$ cat src/rtl/gpio_write_arbiter.sv
// gpio_write_arbiter: shares one GPIO write port between NUM_REQ requesters.
// Round-robin winner gets a masked read-modify-write of the port, the port is
// held for SETTLE_CYCLES, then the read port is sampled and returned with a
// per-requester completion pulse.
//
// state  | meaning
// IDLE   | waiting for any request; winner latched and port updated on exit
// GNT    | one-cycle grant pulse to the latched winner
// SETTLE | port held stable while the settle down-counter runs out
// DONE   | one-cycle completion pulse; read port captured on entry
module gpio_write_arbiter #(
  parameter int NUM_REQ          = 4,
  parameter int WRITE_PORT_WIDTH = 4,
  parameter int READ_PORT_WIDTH  = 4,
  parameter int SETTLE_CYCLES    = 2,
  parameter logic [WRITE_PORT_WIDTH-1:0] RESET_VALUE = '0
) (
  input  logic                                  clk_i,
  input  logic                                  rst_i,
  input  logic [NUM_REQ-1:0]                    req_i,
  input  logic [NUM_REQ*WRITE_PORT_WIDTH-1:0]   req_data_i,
  input  logic [NUM_REQ*WRITE_PORT_WIDTH-1:0]   req_mask_i,
  output logic [NUM_REQ-1:0]                    gnt_o,
  output logic [NUM_REQ-1:0]                    done_o,
  output logic [READ_PORT_WIDTH-1:0]            read_sample_o,
  output logic                                  busy_o,
  output logic [WRITE_PORT_WIDTH-1:0]           write_port_o,
  input  logic [READ_PORT_WIDTH-1:0]            read_port_i
);

  localparam int IDX_W = $clog2(NUM_REQ);
  localparam logic [IDX_W-1:0] LAST_RESET = IDX_W'(NUM_REQ - 1);
  // Counter is loaded with N-1 so that SETTLE lasts exactly N cycles.
  localparam logic [7:0] SETTLE_LOAD = (SETTLE_CYCLES > 0) ? 8'(SETTLE_CYCLES - 1) : 8'd0;

  typedef enum logic [1:0] {
    S_IDLE   = 2'd0,
    S_GNT    = 2'd1,
    S_SETTLE = 2'd2,
    S_DONE   = 2'd3
  } state_e;

  state_e                        state_q, state_d;
  logic [IDX_W-1:0]              win_q, win_d;
  logic [7:0]                    cnt_q, cnt_d;
  logic [WRITE_PORT_WIDTH-1:0]   port_q, port_d;
  logic [READ_PORT_WIDTH-1:0]    sample_q, sample_d;

  logic [IDX_W-1:0]              win_idx;
  logic [IDX_W-1:0]              cand_idx;
  logic                          found;
  logic [WRITE_PORT_WIDTH-1:0]   win_data;
  logic [WRITE_PORT_WIDTH-1:0]   win_mask;
  logic [NUM_REQ-1:0]            win_onehot;

  // Round-robin search starting one past the last winner, ascending with wrap.
  always_comb begin
    win_idx  = win_q;
    cand_idx = win_q;
    found    = 1'b0;
    for (int i = 1; i <= NUM_REQ; i++) begin
      cand_idx = IDX_W'((int'(win_q) + i) % NUM_REQ);
      if (!found && req_i[cand_idx]) begin
        win_idx = cand_idx;
        found   = 1'b1;
      end
    end
  end

  // Select the candidate winner's data and mask slices.
  always_comb begin
    win_data = '0;
    win_mask = '0;
    for (int k = 0; k < NUM_REQ; k++) begin
      if (win_idx == IDX_W'(k)) begin
        win_data = req_data_i[k*WRITE_PORT_WIDTH +: WRITE_PORT_WIDTH];
        win_mask = req_mask_i[k*WRITE_PORT_WIDTH +: WRITE_PORT_WIDTH];
      end
    end
  end

  // Next-state, settle timer, port update and read sampling.
  always_comb begin
    state_d  = state_q;
    win_d    = win_q;
    cnt_d    = cnt_q;
    port_d   = port_q;
    sample_d = sample_q;
    case (state_q)
      S_IDLE: begin
        if (|req_i) begin
          state_d = S_GNT;
          win_d   = win_idx;
          port_d  = (port_q & ~win_mask) | (win_data & win_mask);
        end
      end
      S_GNT: begin
        if (SETTLE_CYCLES > 0) begin
          state_d = S_SETTLE;
          cnt_d   = SETTLE_LOAD;
        end else begin
          state_d  = S_DONE;
          sample_d = read_port_i;
        end
      end
      S_SETTLE: begin
        if (cnt_q == 8'd0) begin
          state_d  = S_DONE;
          sample_d = read_port_i;
        end else begin
          cnt_d = cnt_q - 8'd1;
        end
      end
      S_DONE: begin
        state_d = S_IDLE;
      end
      default: begin
        state_d = S_IDLE;
      end
    endcase
  end

  // State and datapath registers; reset also aborts any transaction in flight.
  always_ff @(posedge clk_i or posedge rst_i) begin
    if (rst_i) begin
      state_q  <= S_IDLE;
      win_q    <= LAST_RESET;
      cnt_q    <= 8'd0;
      port_q   <= RESET_VALUE;
      sample_q <= '0;
    end else begin
      state_q  <= state_d;
      win_q    <= win_d;
      cnt_q    <= cnt_d;
      port_q   <= port_d;
      sample_q <= sample_d;
    end
  end

  assign win_onehot    = {{(NUM_REQ-1){1'b0}}, 1'b1} << win_q;
  assign gnt_o         = (state_q == S_GNT)  ? win_onehot : '0;
  assign done_o        = (state_q == S_DONE) ? win_onehot : '0;
  assign busy_o        = (state_q != S_IDLE);
  assign write_port_o  = port_q;
  assign read_sample_o = sample_q;

endmodule

$ cat config.mk
export PLATFORM = sky130hd
export DESIGN_NAME = gpio_write_arbiter
export DESIGN_NICKNAME = d
export VERILOG_FILES = /design/src/rtl/gpio_write_arbiter.sv
export SDC_FILE = /design/constraint.sdc
export NUM_CORES = 1
export LEC_CHECK = 0
export BUFFER_PORTS_ARGS = -buffer_cell sky130_fd_sc_hd__buf_4
export CAP_MARGIN = 20
export CORE_MARGIN = 2
export CORE_UTILIZATION = 50
export CTS_BUF_LIST = sky130_fd_sc_hd__clkbuf_2 sky130_fd_sc_hd__clkbuf_4 sky130_fd_sc_hd__clkbuf_8
export DETAILED_ROUTE_END_ITERATION = 7
export PLACE_DENSITY = 0.77
export SYNTH_ARGS = -nofsm -noshare
export SYNTH_HDL_FRONTEND = slang
export SYNTH_SLANG_ARGS = --single-unit
$ cat constraint.sdc
create_clock -name clk_i -period 6.55 [get_ports clk_i]
set_clock_uncertainty 0.2 [all_clocks]
set_input_delay 1.965 -clock clk_i [delete_from_list [all_inputs] [get_ports clk_i]]
set_output_delay 1.965 -clock clk_i [all_outputs]
set_load 0.05 [all_outputs]
==> impl_metrics.env, run 1 <==
export IMPL_status="complete, no violations"
export IMPL_maxSlewHeadroom_pct=50.6
export IMPL_cts_sink_count=20
export IMPL_drtIter0Drc=68
export IMPL_cts_root_buf="clkbuf_4"
export IMPL_drive_gt1_share_pct=35.8
export IMPL_floorplan_initialDensity_pct=53.3
export IMPL_finalCritPeriodShare_pct=65.7
export IMPL_hold_depth=1
export IMPL_diodes=0
export IMPL_gp_congestion=0.864
export IMPL_vias=1553
export IMPL_rows=20
export IMPL_hpwlAfterDp_um=3060
export IMPL_finalSetupViolCount=0
export IMPL_crit_chain="inv_1, ha_1, and2_1, buf_4"
export IMPL_pwr_share_seq_pct=20.7
export IMPL_path_max_fanout=20
export IMPL_avgViaCountPerCell=5.63
export IMPL_wl_um=3800
export IMPL_coreArea_sq_um=3080
export IMPL_synth_seq_area_share_pct=30.7
export IMPL_worst_pin_slew_ns=0.740
export IMPL_r2r_start="win_q[0]$_DFFE_PP1P_"
export IMPL_cpPeakStageDelay_ns=0.82
export IMPL_cts_clk_slew_worst_paths_ns=0.11
export IMPL_cp_slowest_cell="dfstp_2"
export IMPL_post_cts_resized=0
export IMPL_nFillCells=266
export IMPL_syn_num_nets=225
export IMPL_crit_type="flip-flop to output pin"
export IMPL_numCtsBuffers=3
export IMPL_die_h_um=61.3
export IMPL_grt_antenna_before_repair=0
export IMPL_postCtsSetupRepairBufs=0
export IMPL_max_freq_ghz=0.232
export IMPL_syn_inst=174
export IMPL_ys_warn_count=0
export IMPL_wl_per_cell_um=13.8
export IMPL_setup_tns_ns=0
export IMPL_grt_max_degree=21
export IMPL_totalPowerFinal_mw=1.26
export IMPL_p_sw_mw=0.634
export IMPL_grt_use_total_pct=22.0
export IMPL_netSwitchingFraction_pct=50.2
export IMPL_grt_pass1_wl_um=6210
export IMPL_crit_required_ns=4.39
export IMPL_synth_top_area_cell="dfrtp_1"
export IMPL_hp_class="flip-flop to flip-flop"
export IMPL_regToRegSetupSlack_ns=2.36
export IMPL_die_width_um=61.3
export IMPL_synth_top_cells_by_area="dfrtp_1 (27%), mux4_2 (9.6%), ha_1 (6.9%)"
export IMPL_ctsHoldBuffers=0
export IMPL_clock_path_buffers=2
export IMPL_ys_ff_latch=20
export IMPL_reg2regPathDepth=8
export IMPL_cp_data_arrival_time_ns=2.14
export IMPL_final_antenna_net_count=0
export IMPL_h_tree_depth=1
export IMPL_cts_tree="yes"
export IMPL_drc_errors=0
export IMPL_yosysTopAreaCellShare_pct=27.5
export IMPL_p_clk_share_pct=5.8
export IMPL_gr_total_overflow=0
export IMPL_first_pass_iters=4
export IMPL_io_pin_count=59
export IMPL_grt_pass1_vias=1426
export IMPL_period_minus_slack_ns=4.30
export IMPL_slew_viol_final=0
export IMPL_cp_startpoint="win_q[0]$_DFFE_PP1P_"
export IMPL_syn_area_per_cell_sq_um=9.42
export IMPL_regArea_sq_um=503
export IMPL_synth_area_sq_um=1640
export IMPL_p_per_area_nw_per_um2=588
export IMPL_dieArea_sq_um=3750
export IMPL_fin_nets=284
export IMPL_intPower_mw=0.630
export IMPL_io_buffers=58
export IMPL_cap_viol_max_count=0
export IMPL_synthToLayoutAreaGrowth_pct=31.1
export IMPL_multi_input_area_sq_um=1080
export IMPL_worstSkewPairLatency_ns=0.30
export IMPL_pwr_share_comb_pct=73.5
export IMPL_max_vdd_ir_drop_uv=388
export IMPL_ys_types=35
export IMPL_crit_buf_inv=2
export IMPL_cpLargestDelayFamily="flip-flops"
export IMPL_end_kind="output pin"
export IMPL_rsz0062_at_grt="no"
export IMPL_leakage_nw=1.00
export IMPL_start_kind="flip-flop"
export IMPL_hold_viol=0
layout make-up:
cell class                 instances  share of cell area [%]
timing repair buffer              58                    20.3
multi-input combinational        140                    50.3
sequential                        20                    23.4
tap                               44                    2.56
inverter                          10                    1.75
clock buffer                       4                    1.69
cell families after synthesis:
group / Yosys count / share of synthesized area, %
flops: 20 / 30.7
compound gates: 41 / 16.9
fa+ha+maj: 9 / 6.87
xor+xnor: 2 / 2.21
simple gates: 65 / 20.0
mux: 23 / 20.0
buf+inv: 14 / 3.28
layer usage:
| metal | global-route usage (%) | wire length (um) | up-vias |
|---|---|---|---|
| li1 | - | - | 753 |
| met1 | 26.9 | 1570 | 743 |
| met2 | 39.4 | 1960 | 55 |
| met3 | 5.25 | 254 | 2 |
| met4 | 4.66 | 15 | 0 |
| met5 | 0 | 0 | - |
cell usage after synthesis, drive strengths merged:
cell,count
ha,9
dfrtp,18
or3,1
mux2i,8
o31ai,3
nor2,7
buf,1
and2,9
mux2,8
nor2b,5
o22a,2
or2,1
inv,10
dfstp,2
a31oi,7
o32ai,1
a32o,1
xnor2,2
nor3,9
nor3b,5
a21o,1
a221o,1
nand2,27
a32oi,1
nand3,1
o21ba,1
a211o,4
mux4,7
a21oi,10
clkbuf,3
o21ai,9
cell usage in the layout (no fill, tap or decap), types with 8 or more instances in the layout:
| cell type | Yosys | routed |
|---|---|---|
| mux2i_1 | 8 | 8 |
| inv_1 | 10 | 10 |
| nand2_1 | 27 | 27 |
| o21ai_0 | 9 | 9 |
| nor3_1 | 9 | 9 |
| dfrtp_1 | 18 | 18 |
| buf_4 | 0 | 58 |
| and2_1 | 9 | 9 |
| ha_1 | 9 | 9 |
| a21oi_1 | 10 | 10 |
worst max-delay path by stage:
stage           endpoint  slack (ns)  cells after the start
5_1_grt        flip-flop        2.10                      9
2_1_floorplan  flip-flop        2.37                      6
3_3_place_gp   flip-flop        2.14                      7
3_5_place_dp   flip-flop        2.06                      8
4_1_cts        done_o[2]        2.26                      4
6_report       done_o[2]        2.25                      4
metrics by stage:
step | hold WS (ns) | cell area, sq um | utilization, % | worst slack (ns) | std cells
6_report | 0.321 | 2150 | 69.8 | 2.25 | 276
5_1_grt | 0.344 | 2150 | 69.8 | 2.10 | 276
4_1_cts | 0.325 | 2150 | 69.8 | 2.26 | 276
3_5_place_dp | 0.284 | 2110 | 68.7 | 2.06 | 272
3_3_place_gp | 0.291 | 2110 | 68.7 | 2.14 | 272
2_1_floorplan | 0.274 | 1640 | - | 2.37 | 174
power groups by stage:
stage	Clock, mW	Sequential (mW)	Combinational (mW)
floorplan	0	0.321	0.666
global placement	0	0.258	0.903
detailed placement	0	0.262	0.928
CTS	0.0740	0.261	0.935
global route	0.0797	0.272	1.02
finish	0.0729	0.262	0.930
(Power assumes the default switching activity.)
==> run 2: changes to the inputs <==
ABC_AREA = 1   (was default)
CORE_UTILIZATION = 46   (was 50)
PLACE_DENSITY = 0.75   (was 0.77)
clock period = 3.5 ns   (was 6.55 ns; I/O delays follow)
==> run 2 against run 1 <==
Net effect: clock power grew 78%; largest cell class unchanged; highest routed layer unchanged; combinational power grew 100%; register-to-register slack lost 1.7 ns; first-iteration DRC count is 2.9% higher; synthesized cell count rose by 36%.
==> impl_metrics.env, run 2 <==
export IMPL_status="complete, no violations"
export IMPL_vias=1648
export IMPL_cts_tree="yes"
export IMPL_final_cell_count_no_fill=341
export IMPL_ys_ff_latch=20
export IMPL_grt_pass1_wl_um=6250
export IMPL_wl_um=3700
export IMPL_io_buffers=58
export IMPL_rows=21
export IMPL_synthToLayoutAreaGrowth_pct=30.5
export IMPL_hpwlAfterDp_um=3000
export IMPL_diodes=0
export IMPL_final_antenna_net_count=0
export IMPL_numCtsBuffers=3
export IMPL_setup_tns_ns=0
export IMPL_ctsHoldBuffers=0
export IMPL_r2r_start="win_q[0]$_DFFE_PP1P_"
export IMPL_synth_top_area_cell="dfrtp_1"
export IMPL_drc_errors=0
export IMPL_synth_flop_cell="dfrtp_1"
export IMPL_synth_seq_area_share_pct=30.9
export IMPL_dieArea_sq_um=4030
export IMPL_synth_top_cells_by_area="dfrtp_1 (28%), nand2_1 (17%), inv_1 (9.2%)"
export IMPL_maxSlewHeadroom_pct=51.7
export IMPL_cpPeakStageDelay_ns=0.64
export IMPL_gr_total_overflow=0
export IMPL_drtIter0Drc=70
export IMPL_max_freq_ghz=0.349
export IMPL_regToRegSetupSlack_ns=0.63
export IMPL_gp_congestion=0.841
export IMPL_synth_most_common_cell="nand2_1"
export IMPL_max_vdd_ir_drop_uv=565
export IMPL_worst_pin_slew_ns=0.723
export IMPL_crit_required_ns=3.49
export IMPL_cp_slowest_cell="dfstp_2"
export IMPL_cp_data_arrival_time_ns=2.86
export IMPL_grt_max_degree=21
export IMPL_hold_depth=2
export IMPL_ys_types=30
export IMPL_dp_cells=337
export IMPL_die_h_um=63.5
export IMPL_io_pin_count=59
export IMPL_start_kind="flip-flop"
export IMPL_wl_per_cell_um=10.9
export IMPL_worstSkewPairLatency_ns=0.29
export IMPL_clock_path_buffers=2
export IMPL_avgViaCountPerCell=4.83
export IMPL_ys_warn_count=0
export IMPL_async_flop_share_pct=100
export IMPL_leakage_nw=1.23
export IMPL_syn_inst=236
export IMPL_finalCritPeriodShare_pct=81.9
export IMPL_first_pass_iters=4
export IMPL_end_kind="flip-flop"
export IMPL_postCtsSetupRepairBufs=0
export IMPL_syn_num_nets=287
export IMPL_layout_commonest_cell="nand2_1"
export IMPL_grt_antenna_before_repair=0
export IMPL_synth_edff_count=0
export IMPL_cpMostUsedCell="nand2_1"
export IMPL_slew_viol_final=0
export IMPL_p_per_area_nw_per_um2=1140
export IMPL_finalSetupViolCount=0
export IMPL_cp_startpoint="win_q[0]$_DFFE_PP1P_"
export IMPL_cts_clk_slew_worst_paths_ns=0.10
export IMPL_floorplan_initialDensity_pct=48.4
export IMPL_cap_viol_max_count=0
export IMPL_die_width_um=63.5
export IMPL_hold_viol=0
export IMPL_cts_root_buf="clkbuf_4"
export IMPL_synth_commonest_cells="nand2_1 (72), inv_1 (40), nand3_1 (26)"
export IMPL_post_cts_resized=0
export IMPL_drive_gt1_share_pct=29.5
export IMPL_fin_nets=347
export IMPL_coreArea_sq_um=3360
export IMPL_grt_use_total_pct=19.0
export IMPL_synth_area_sq_um=1630
export IMPL_cts_sink_count=20
export IMPL_crit_chain="inv_2, ha_1, inv_1, nand3_2, nand2_1, inv_2, nand3_2, nand2_2, nand2_2, inv_2, nor2_2, a21oi_1, nand2_1, inv_1, nand2_1, nand2_1"
export IMPL_layout_common_cells="nand2_1 (72), buf_4 (58), inv_1 (40), nand3_1 (26), dfrtp_1 (18)"
export IMPL_h_tree_depth=1
export IMPL_path_max_fanout=13
export IMPL_rsz0062_at_grt="no"
export IMPL_hp_class="flip-flop to flip-flop"
export IMPL_crit_type="flip-flop to flip-flop"
export IMPL_reg2regPathDepth=16
export IMPL_period_minus_slack_ns=2.87
export IMPL_yosysTopAreaCellShare_pct=27.7
export IMPL_syn_area_per_cell_sq_um=6.89
export IMPL_grt_pass1_vias=1512
## run 2: cells by family (layout without fill, tap and decap cells)
group | after synthesis | after routing | share of synthesized area [%]
adder cells (fa/ha/maj) | 9 | 9 | 6.92
buffers and inverters | 49 | 108 | 13.0
AND/OR/NAND/NOR | 133 | 133 | 39.5
XOR/XNOR | 5 | 5 | 2.69
flip-flops | 20 | 20 | 30.9
AO/OA/AOI/OAI | 20 | 20 | 7.00
## run 2: worst max-delay path, delay by kind of cell (launching register included)
kind            cells  cell delay (ns)
compound gates      1             0.09
fa+ha+maj           1             0.35
buf+inv             5             0.50
flops               1             0.64
simple gates        9             1.00
## run 2: per-stage QoR
stage               setup WS (ns)  total power, mW  cell area, sq um  hold WS (ns)  util, %
detailed placement          0.551             2.30              2090         0.264     62.0
floorplan                    1.03             2.01              1630         0.283        -
finish                      0.632             2.43              2120         0.294     63.1
global route                0.338             2.69              2120         0.309     63.1
global placement            0.647             2.27              2090         0.264     62.0
CTS                         0.628             2.44              2120         0.297     63.1
## run 2: metal layers
layer	wire length, um	part of all wire (%)	GRT usage (%)	up-vias
met3	172	4.6	2.50	2
met1	1680	45	24.5	739
met5	0	0	0	-
met4	19	0.51	5.43	0
met2	1830	49	33.2	39
li1	-	-	-	868
## run 2: area by class of cell
type	count	area [sq um]
Multi-Input combinational cell	167	912
Sequential cell	20	503
Clock buffer	4	36.3
Tap cell	46	57.6
Inverter	46	178
Timing Repair Buffer	58	435
Fill cell	329	1240
## run 2: worst max-delay path by stage
stage	end	slack, ns	cells after the start
after floorplan	flip-flop	1.03	15
after global placement	flip-flop	0.65	15
after detailed placement	flip-flop	0.55	15
after CTS	flip-flop	0.63	16
after global routing	flip-flop	0.34	16
final	flip-flop	0.63	16
## run 2: power breakdown
| group | total (mW) | switching, mW | internal, mW |
|---|---|---|---|
| logic | 1.86 | 1.25 | 0.606 |
| clock network | 0.130 | 0.0667 | 0.0633 |
| registers | 0.441 | 0.0911 | 0.350 |
